[src/rtl/ahb_params_pkg.sv]
// Shared AHB parameters and enums for the slave-side SPLIT controller and arbiter.
// Latency: n/a (types and constants only).
// Backpressure: n/a.
package ahb_params_pkg;

    // Number of bus masters; width of HSPLIT and of the pending mask.
    localparam int NO_OF_MASTERS = 2;
    localparam int HMASTER_W     = 4;
    // Index width for a master number inside the controller (at least one bit).
    localparam int MST_IDX_W     = (NO_OF_MASTERS > 1) ? $clog2(NO_OF_MASTERS) : 1;

    // Defaults for the split controller timing knobs.
    localparam int MAX_WAIT_DEF    = 8;
    localparam int RSV_TIMEOUT_DEF = 16;

    typedef enum logic [1:0] {
        HTRANS_IDLE   = 2'b00,
        HTRANS_BUSY   = 2'b01,
        HTRANS_NONSEQ = 2'b10,
        HTRANS_SEQ    = 2'b11
    } htrans_e;

    typedef enum logic [1:0] {
        HRESP_OKAY  = 2'b00,
        HRESP_ERROR = 2'b01,
        HRESP_RETRY = 2'b10,
        HRESP_SPLIT = 2'b11
    } hresp_e;

    typedef enum logic [1:0] {
        ST_IDLE      = 2'b00,
        ST_DATA_WAIT = 2'b01,
        ST_RESP1     = 2'b10,
        ST_RESP2     = 2'b11
    } split_st_e;

    // True for transfer types that carry a real address phase.
    function automatic logic is_active_trans(input htrans_e t);
        return (t == HTRANS_NONSEQ) || (t == HTRANS_SEQ);
    endfunction

endpackage

[src/rtl/ahb_split_slave_ctrl_if.sv]
// AHB slave-side signal bundle for the SPLIT controller (select, transfer, ready, response, split release).
// Latency: n/a (wiring only).
// Backpressure: HREADYOUT low stalls the bus; HSPLIT pulses let the arbiter regrant split masters.
// Ports: master modport drives HSEL/HTRANS/HREADY/HMASTER; slave modport drives HREADYOUT/HRESP/HSPLIT.
interface ahb_split_slave_ctrl_if;
    import ahb_params_pkg::*;

    logic                      HSEL;
    htrans_e                   HTRANS;
    logic                      HREADY;
    logic [HMASTER_W-1:0]      HMASTER;
    logic                      HREADYOUT;
    hresp_e                    HRESP;
    logic [NO_OF_MASTERS-1:0]  HSPLIT;

    modport master (
        output HSEL, HTRANS, HREADY, HMASTER,
        input  HREADYOUT, HRESP, HSPLIT
    );

    modport slave (
        input  HSEL, HTRANS, HREADY, HMASTER,
        output HREADYOUT, HRESP, HSPLIT
    );

endinterface

[src/rtl/ahb_split_slave_ctrl_rr_pick.sv]
// Round-robin first-set-bit finder: searches mask upward from ptr with wrap.
// Latency: combinational, zero cycles.
// Backpressure: none; vld is low when mask is empty (idx is then 0).
// Ports: mask/ptr in, idx/vld out.
module rr_pick #(
    parameter int N = 2,
    parameter int W = (N > 1) ? $clog2(N) : 1
) (
    input  logic [N-1:0] mask,
    input  logic [W-1:0] ptr,
    output logic [W-1:0] idx,
    output logic         vld
);

    // Walk offsets from the far end back to ptr so the nearest set bit
    // (smallest offset from ptr) is the last one written and therefore wins.
    always_comb begin
        logic [W-1:0] pos;
        pos = '0;
        idx = '0;
        vld = 1'b0;
        for (int k = N - 1; k >= 0; k--) begin
            pos = W'((int'(ptr) + k) % N);
            if (mask[pos]) begin
                idx = pos;
                vld = 1'b1;
            end
        end
    end

endmodule

[src/rtl/ahb_split_slave_ctrl.sv]
// SPLIT controller for one AHB slave fronting a single slow backend; owns HREADYOUT/HRESP/HSPLIT.
// Latency: accepted transfer starts the backend in the address cycle; ERROR/SPLIT answered as RESP1+RESP2.
// Backpressure: holds HREADYOUT low while waiting (max MAX_WAIT cycles), then SPLITs; split masters released round-robin.
// Ports: HCLK, HRESETn; ahb (slave modport); bk_busy/bk_done from backend, bk_start pulse to backend.
module ahb_split_slave_ctrl
    import ahb_params_pkg::*;
#(
    parameter int MAX_WAIT    = MAX_WAIT_DEF,
    parameter int RSV_TIMEOUT = RSV_TIMEOUT_DEF
) (
    input  logic                  HCLK,
    input  logic                  HRESETn,
    ahb_split_slave_ctrl_if.slave ahb,
    input  logic                  bk_busy,
    output logic                  bk_start,
    input  logic                  bk_done
);

    localparam int WCW = $clog2(MAX_WAIT + 1);
    localparam int RCW = $clog2(RSV_TIMEOUT + 1);
    localparam logic [NO_OF_MASTERS-1:0] ONE_HOT0 = NO_OF_MASTERS'(1);

    split_st_e                state, state_nxt;
    hresp_e                   resp_code, resp_code_nxt;
    logic [NO_OF_MASTERS-1:0] pend_mask;
    logic [MST_IDX_W-1:0]     rr_ptr;
    logic [MST_IDX_W-1:0]     owner;
    logic                     rsv_valid;
    logic [MST_IDX_W-1:0]     rsv_master;
    logic [RCW-1:0]           rsv_cnt;
    logic [WCW-1:0]           wait_cnt;
    logic [NO_OF_MASTERS-1:0] hsplit_q;

    logic                     accept;
    logic                     mst_ok;
    logic [MST_IDX_W-1:0]     mst_idx;
    logic                     rsv_block;
    logic                     wait_last;
    logic                     rsv_last;
    logic                     start_xfer;
    logic                     do_release;
    logic [NO_OF_MASTERS-1:0] pend_set;
    logic [MST_IDX_W-1:0]     pick_idx;
    logic                     pick_vld;
    logic                     hready_c;
    hresp_e                   hresp_c;

    assign accept    = ahb.HSEL && ahb.HREADY && is_active_trans(ahb.HTRANS);
    assign mst_ok    = ahb.HMASTER < HMASTER_W'(NO_OF_MASTERS);
    assign mst_idx   = ahb.HMASTER[MST_IDX_W-1:0];
    // A live reservation turns away every master except the one just released.
    assign rsv_block = rsv_valid && (ahb.HMASTER != HMASTER_W'(rsv_master));
    assign wait_last = (wait_cnt == WCW'(MAX_WAIT - 1));
    assign rsv_last  = (rsv_cnt == RCW'(RSV_TIMEOUT - 1));

    rr_pick #(
        .N (NO_OF_MASTERS),
        .W (MST_IDX_W)
    ) u_rr_pick (
        .mask (pend_mask),
        .ptr  (rr_ptr),
        .idx  (pick_idx),
        .vld  (pick_vld)
    );

    // ---------------------------------------------------------------
    // FSM state register
    // ---------------------------------------------------------------
    always_ff @(posedge HCLK or negedge HRESETn) begin
        if (!HRESETn) begin
            state     <= ST_IDLE;
            resp_code <= HRESP_OKAY;
        end else begin
            state     <= state_nxt;
            resp_code <= resp_code_nxt;
        end
    end

    // ---------------------------------------------------------------
    // FSM next-state and outputs
    // ---------------------------------------------------------------
    always_comb begin
        state_nxt     = state;
        resp_code_nxt = resp_code;
        start_xfer    = 1'b0;
        do_release    = 1'b0;
        pend_set      = '0;
        hready_c      = 1'b1;
        hresp_c       = HRESP_OKAY;

        unique case (state)
            ST_IDLE: begin
                if (accept) begin
                    if (!mst_ok) begin
                        state_nxt     = ST_RESP1;
                        resp_code_nxt = HRESP_ERROR;
                    end else if (bk_busy || rsv_block) begin
                        state_nxt     = ST_RESP1;
                        resp_code_nxt = HRESP_SPLIT;
                        pend_set      = ONE_HOT0 << mst_idx;
                    end else begin
                        start_xfer    = 1'b1;
                        state_nxt     = ST_DATA_WAIT;
                    end
                end else if (!bk_busy && !rsv_valid) begin
                    // Release only on a quiet cycle, so a master can never be
                    // split and released in the same cycle.
                    do_release = pick_vld;
                end
            end

            ST_DATA_WAIT: begin
                hready_c = 1'b0;
                if (bk_done) begin
                    state_nxt = ST_IDLE;
                end else if (wait_last) begin
                    state_nxt     = ST_RESP1;
                    resp_code_nxt = HRESP_SPLIT;
                    pend_set      = ONE_HOT0 << owner;
                end
            end

            ST_RESP1: begin
                hready_c  = 1'b0;
                hresp_c   = resp_code;
                state_nxt = ST_RESP2;
            end

            ST_RESP2: begin
                // Address phases seen here are cancelled by the master; ignore them.
                hready_c  = 1'b1;
                hresp_c   = resp_code;
                state_nxt = ST_IDLE;
            end

            default: state_nxt = ST_IDLE;
        endcase
    end

    // ---------------------------------------------------------------
    // Datapath: wait counter, owner, pending mask, release, reservation
    // ---------------------------------------------------------------
    always_ff @(posedge HCLK or negedge HRESETn) begin
        if (!HRESETn) begin
            wait_cnt   <= '0;
            owner      <= '0;
            pend_mask  <= '0;
            rr_ptr     <= '0;
            hsplit_q   <= '0;
            rsv_valid  <= 1'b0;
            rsv_master <= '0;
            rsv_cnt    <= '0;
        end else begin
            if (start_xfer || (state != ST_DATA_WAIT)) begin
                wait_cnt <= '0;
            end else begin
                wait_cnt <= wait_cnt + WCW'(1);
            end

            if (start_xfer) begin
                owner <= mst_idx;
            end

            pend_mask <= (pend_mask | pend_set)
                       & ~(do_release ? (ONE_HOT0 << pick_idx) : '0);

            hsplit_q <= do_release ? (ONE_HOT0 << pick_idx) : '0;

            if (do_release) begin
                rr_ptr <= (int'(pick_idx) == NO_OF_MASTERS - 1) ? '0
                                                                : pick_idx + MST_IDX_W'(1);
            end

            // An accepted transfer always belongs to the reserved master (or
            // no reservation exists), so it simply ends the reservation.
            if (start_xfer) begin
                rsv_valid <= 1'b0;
                rsv_cnt   <= '0;
            end else if (do_release) begin
                rsv_valid  <= 1'b1;
                rsv_master <= pick_idx;
                rsv_cnt    <= '0;
            end else if (rsv_valid) begin
                if (rsv_last) begin
                    rsv_valid <= 1'b0;
                    rsv_cnt   <= '0;
                end else begin
                    rsv_cnt <= rsv_cnt + RCW'(1);
                end
            end
        end
    end

    assign ahb.HREADYOUT = hready_c;
    assign ahb.HRESP     = hresp_c;
    assign ahb.HSPLIT    = hsplit_q;
    assign bk_start      = start_xfer;

endmodule

[src/flat_wrapper.sv]
// flat-port wrapper written by rule: the top's interface ports become plain ports
module ahb_split_slave_ctrl_flat import ahb_params_pkg::*;
#(
    parameter int MAX_WAIT    = MAX_WAIT_DEF,
    parameter int RSV_TIMEOUT = RSV_TIMEOUT_DEF
)
  (HCLK, HRESETn, bk_busy, bk_start, bk_done, ahb_HSEL, ahb_HTRANS, ahb_HREADY, ahb_HMASTER, ahb_HREADYOUT, ahb_HRESP, ahb_HSPLIT);
  ahb_split_slave_ctrl_if ahb_i ();
  input  logic HCLK;
  input  logic HRESETn;
  input  logic bk_busy;
  output logic bk_start;
  input  logic bk_done;
  input wire logic [$bits(ahb_i.HSEL)-1:0] ahb_HSEL;
  input wire logic [$bits(ahb_i.HTRANS)-1:0] ahb_HTRANS;
  input wire logic [$bits(ahb_i.HREADY)-1:0] ahb_HREADY;
  input wire logic [$bits(ahb_i.HMASTER)-1:0] ahb_HMASTER;
  output wire logic [$bits(ahb_i.HREADYOUT)-1:0] ahb_HREADYOUT;
  output wire logic [$bits(ahb_i.HRESP)-1:0] ahb_HRESP;
  output wire logic [$bits(ahb_i.HSPLIT)-1:0] ahb_HSPLIT;
  assign ahb_i.HSEL = ahb_HSEL;
  assign ahb_i.HTRANS = ahb_HTRANS;
  assign ahb_i.HREADY = ahb_HREADY;
  assign ahb_i.HMASTER = ahb_HMASTER;
  assign ahb_HREADYOUT = ahb_i.HREADYOUT;
  assign ahb_HRESP = ahb_i.HRESP;
  assign ahb_HSPLIT = ahb_i.HSPLIT;
  ahb_split_slave_ctrl #(.MAX_WAIT(MAX_WAIT), .RSV_TIMEOUT(RSV_TIMEOUT)) u_core (.HCLK(HCLK), .HRESETn(HRESETn), .ahb(ahb_i), .bk_busy(bk_busy), .bk_start(bk_start), .bk_done(bk_done));
endmodule
[config.mk]
export PLATFORM = sky130hd
export DESIGN_NAME = ahb_split_slave_ctrl_flat
export DESIGN_NICKNAME = d
export VERILOG_FILES = /design/src/rtl/ahb_params_pkg.sv /design/src/rtl/ahb_split_slave_ctrl_if.sv /design/src/rtl/ahb_split_slave_ctrl_rr_pick.sv /design/src/rtl/ahb_split_slave_ctrl.sv /design/src/flat_wrapper.sv
export SDC_FILE = /design/constraint.sdc
export NUM_CORES = 1
export LEC_CHECK = 0
export CORE_ASPECT_RATIO = 0.5
export CORE_MARGIN = 2
export CORE_UTILIZATION = 35
export DETAILED_ROUTE_END_ITERATION = 16
export GPL_TIMING_DRIVEN = 0
export SKIP_LAST_GASP = 1
export SYNTH_ARGS = -nofsm -noshare
export SYNTH_HDL_FRONTEND = slang
export SYNTH_SLANG_ARGS = --single-unit
[constraint.sdc]
create_clock -name HCLK -period 2.6 [get_ports HCLK]
set_input_delay 0.52 -clock HCLK [delete_from_list [all_inputs] [get_ports HCLK]]
set_output_delay 0.52 -clock HCLK [all_outputs]
set_load 0.02 [all_outputs]
* After elaboration in Yosys (flattened, before gate mapping) *
Index checks and enable logic that the tools add are counted.

storage, ports and cells
  bits in registers = 21

operators by class
  $add $sub $neg = 4
  $lt $le $gt $ge = 3
  eq/ne operators = 14
  shifts and indexed selects = 3
  muxes and demuxes = 46
  bitwise gates (word level) = 4
  reduce and logical (&&, ||, !) cells = 17

operators with widths
  kind                                                                          number
  2-bit 2-to-1 mux                                                              17
  1-bit 2-to-1 mux                                                              21
  5-bit 2-to-1 mux                                                              4
  2-bit == test, second input constant                                          4
  2-bit one-hot mux with 2 select lines                                         2
  2-bit one-hot mux with 4 select lines                                         1
  2-bit by 1-bit != test with 1-bit output, second input constant               3
  1-bit by 1-bit << shifter with 2-bit output, first input constant             3
  5-bit by 1-bit adder with 5-bit output, second input constant                 1
  5-bit by 4-bit == test with 1-bit output, second input constant               1
  5-bit AND reduction                                                           1
  4-bit by 1-bit adder with 4-bit output, second input constant                 1
  4-bit by 3-bit == test with 1-bit output, second input constant               1
  1-bit logical AND                                                             4
  1-bit by 2-bit less-than comparator with 1-bit output, second input constant  2
  4-bit by 2-bit less-than comparator with 1-bit output, second input constant  1
  4-bit 2-to-1 mux                                                              1
  4-bit by 1-bit != test with 1-bit output                                      1
  2-bit AND reduction                                                           2
  2-bit OR reduction                                                            2
  1-bit logical OR                                                              3
  3-bit by 2-bit != test with 1-bit output, second input constant               1
  3-bit != test, second input constant                                          1
  3-bit nonzero test                                                            1
  other kinds (10)                                                              12

* Depth between registers and ports, before layout *
  word-level depth = 11
  gate-level depth with buffers = 7

* Modules after synthesis *
From an unflattened synthesis, not the netlist that was laid out.

second synthesis, totals
  cells, all modules = 111
  area total of the unflattened synthesis = 1117.3 µm²

by module, submodules not included
  module                instances  cells an instance  area an instance (µm²)
  ahb_split_slave_ctrl  1          108                1099.8
  rr_pick               1          3                  17.5

* Worst setup path after synthesis *
Ideal clock, no wire load.

  path kind = register to output
  from = reg u_core.state[0]
  to = out bk_start
  data arrival time = 1.734 ns
  data required time = 2.080 ns
  path slack = 0.346 ns
  cell stages (with the launch flop) = 6
  cell sequence = dfrtp_1 > inv_1 > ha_1 > buf_6 > or4b_4 > a2111oi_4

on the way
  cells in the longest elaborated chain, start to end = 2

RTL lines
  element                   RTL line                    source
  start: declaration        ahb_split_slave_ctrl.sv:23  split_st_e state, state_nxt;
  start signal: assignment  ahb_split_slave_ctrl.sv:74  state <= state_nxt;
  2-bit logical NOT         ahb_split_slave_ctrl.sv:91  unique case (state)
  1-bit 2-to-1 mux          ahb_split_slave_ctrl.sv:91
  end: declaration          flat_wrapper.sv:12          output logic bk_start;

Every way passes these cells.

* Worst setup path after layout *
  from = in ahb_HMASTER[3]
  to = out bk_start

on the way
  cells in the longest elaborated chain, start to end = 7

RTL lines
  element                                   RTL line                    source
  start: declaration                        flat_wrapper.sv:17          input wire logic [$bits(ahb_i.HMASTER)-1:0] ahb_HMASTER;
  4-bit by 1-bit != test with 1-bit output  ahb_split_slave_ctrl.sv:52  assign rsv_block = rsv_valid && (ahb.HMASTER != HMASTER_W'(rsv_master));
  1-bit logical AND                         ahb_split_slave_ctrl.sv:52
  1-bit logical OR                          ahb_split_slave_ctrl.sv:97  end else if (bk_busy || rsv_block) begin
  1-bit 2-to-1 mux                          ahb_split_slave_ctrl.sv:97
  1-bit 2-to-1 mux *                        ahb_split_slave_ctrl.sv:94  if (!mst_ok) begin
  1-bit 2-to-1 mux *                        ahb_split_slave_ctrl.sv:93  if (accept) begin
  1-bit 2-to-1 mux *                        ahb_split_slave_ctrl.sv:91

Mark *: on every way between the ends. The rest lies on a longest branch, timed or not.

==> results.md <==
- H-tree Lvls: 1
- Hold-critical path depth: 1
- Endpoint class of the critical path: output pin
- Final Core Density: 0.482
- Cell row count: 14
- Via Count: 867
- Drt drc: 0
- Inst Count DP: 162
- Syn nets: 124
- Share of cells above drive strength 1: 0.193
- Worst path arrival time: 2010 ps
- CTS Buf Count: 3
- Post-route ant nets: 0
- Vias in the first global route: 850
- Chip Width: 84.3 um
- Async SR Flop Fraction: 1.00
- Port Buffer Count: 16
- Pre-antenna DRT Iters: 4
- GRT overflow: 0
- Finished Layout Cells: 175
- Crit-path max FO: 2
- FMAX: 395 MHz
- Area fraction of the dominant cell type after synthesis: 0.466
- R2R depth: 9
- Total Power: 1.40 mW
- Dpl hpwl: 1.54 mm
- Core area: between 3000 and 4000 um2
- Clock Latency Late Sink: 260 ps
- Layout area overhead: 29.5%
- Final RePlAce weighted congestion: approximately 0.73
- Routed wire length: 2.18 mm
- Starting density of the core: 0.372
- Worst VDD drop: approximately 0.57 mV
- Largest net degree at the start of global routing: 22
- Die Ht: 44.2 um
- Worst path required time: 2080 ps
- Final hold vios: 0
- Post-Syn Instances: 106
- Syn Std Cell Area: 1130 um2
- CTS max path bufs: 2
- Cell taking the most area after synthesis: dfrtp_1
- Antenna violations before repair: 0
- Hold buffers post-CTS: 0
- Root buf cell: clkbuf_8
- Syn Area/Cell: 10.6 um2
- Outcome: complete, no violations
- Die area: 3720 um2
- Slew HR: 0.359
- PD cells: 958 nW/um2
- Yosys warns: 0
- Fin Hold WS: 461 ps
- Crit path time final: roughly 2500 ps
- Post-synthesis sequential area ratio: 0.466
- Hold/Removal Path Class: register to register
- Worst Tran Pin Value: 958 ps
- Distinct cells, synth: 39
- CTS tree: done
- Number of I/O pins: 18
- Final TNS setup: 0 ps
- Drt wl/cell: 12.4 um
- Crit path kind: primary input to output pin
- Yosys reg bits: 21
- NumNets Final: roughly 150
- Worst setup SP type: primary input
- Fin. max-slew vios: 0
- Global-route wire length before repair: 3.77 mm
- Final period utilization: 0.974
- Sequential standard cell area: 526 um2
- Drt via density: 4.95
- Unrepaired setup endpoints after global routing: no
- Clk slew on worst S/H paths: around 80 ps
- Maxcap violations: 0
- Ant diodes: 0
- Final setup viols: 0
- Drt initial violations: between 50 and 60
- Clock skew: 8.27 ps
- Post-synth EDFFs: 0
- GRT Resource Usage Total: 0.131
- Multi-input logic area: 578 um2
- Dominant register cell in the synthesized netlist: dfrtp_1
- Static Leak: 0.653 nW
- CTS sink count: 21
- Synth area leaders: dfrtp_1 (47%), ha_1 (6.7%), o21ai_0 (3.1%)
- Fillers: approximately 290
## final cells by class
cell class | count | share of cell area
Multi-Input combinational cell | 77 | 0.396
Sequential cell | 21 | 0.360
Timing Repair Buffer | 25 | 0.154
Tap cell | 40 | 0.0342
Clock buffer | 4 | 0.0308
Inverter | 6 | 0.0154
Buffer | 2 | 0.0103
## sequential cells by signal, indices dropped and copies added, names as in the netlist
name and count:
u_core.rsv_master 1, u_core.rsv_valid 1, u_core.rsv_cnt 5, u_core.pend_mask 2, u_core.owner 1, u_core.resp_code 2, u_core.state 2, u_core.wait_cnt 4
u_core.ahb.HSPLIT 2, u_core.rr_ptr 1
## repair_timing
action,4_1_cts,5_1_grt
resized for setup,4,5
setup endpoints to repair,1,1
setup buffers,1,8
endpoints found under the hold margin,0,0
pin swaps,1,2
## cell families (layout without fill, tap and decap cells)
logic type / after synthesis / count (layout) / synth area share
flops: 21 / 21 / 0.466
simple gates: 37 / 37 / 0.194
compound gates: 26 / 26 / 0.169
fa+ha+maj: 6 / 6 / 0.0665
buf+inv: 8 / 37 / 0.0333
xor+xnor: 4 / 4 / 0.0310
mux: 4 / 4 / 0.0410
## report_power, final
group	switching (mW)	internal, mW	total (mW)
Sequential	0.0836	0.425	0.509
Combinational	0.319	0.356	0.674
Clock	0.108	0.109	0.217
## Yosys cell counts, types with 2 or more instances
cell,n
dfrtp_1,21
nor2_1,9
o21ai_0,7
a21oi_1,6
ha_1,6
inv_1,6
nand2_1,5
nor2b_1,4
and2_1,3
o21a_1,3
xor2_1,3
a21o_1,2
a22oi_1,2
mux2i_1,2
nand4_1,2
nor3_1,2
## cells in the final DEF (no fill, tap or decap), types with 3 or more instances in the layout
cell,netlist,layout
nand2_1,5,5
dfrtp_1,21,21
nor2_1,9,9
nor2b_1,4,4
buf_4,0,10
a21oi_1,6,6
ha_1,6,5
o21ai_0,7,7
clkdlybuf4s50_1,0,15
xor2_1,3,3
inv_1,6,4
and2_1,3,3
clkbuf_8,0,3
o21a_1,3,3
## metal layers
| metal | share of wire | GRT usage | vias up |
|---|---|---|---|
| met2 | 0.49 | 0.229 | 12 |
| met5 | 0 | 0 | - |
| met1 | 0.48 | 0.160 | 425 |
| met4 | 0 | 0.0355 | 0 |
| met3 | 0.031 | 0.0448 | 0 |
| li1 | - | - | 430 |
## stage by stage
stage / area [um2] / setup WS [ps]
after floorplan: 1130 / 346
after global placement: 1340 / -525
after detailed placement: 1340 / -532
after CTS: 1390 / 5.53
after global routing: 1460 / 4.64
final: 1460 / 67.2
## worst paths after layout
kind,slack [ps],to,startpoint
max in group asynchronous,1230,u_core.rsv_cnt[3],HRESETn
max,70,bk_start,ahb_HMASTER[3]
max reg2reg,360,u_core.pend_mask[0],u_core.state[1]
min in group asynchronous,790,u_core.pend_mask[0],HRESETn
min,460,u_core.wait_cnt[0],u_core.wait_cnt[0]
min reg2reg,460,u_core.wait_cnt[0],u_core.wait_cnt[0]
## critical path, stage by stage
cell	delay (ps)
clkdlybuf4s50_1	420
or4b_4	570
a2111oi_4	300
buf_4	200
No activity file was read; power rests on OpenSTA's default activity.
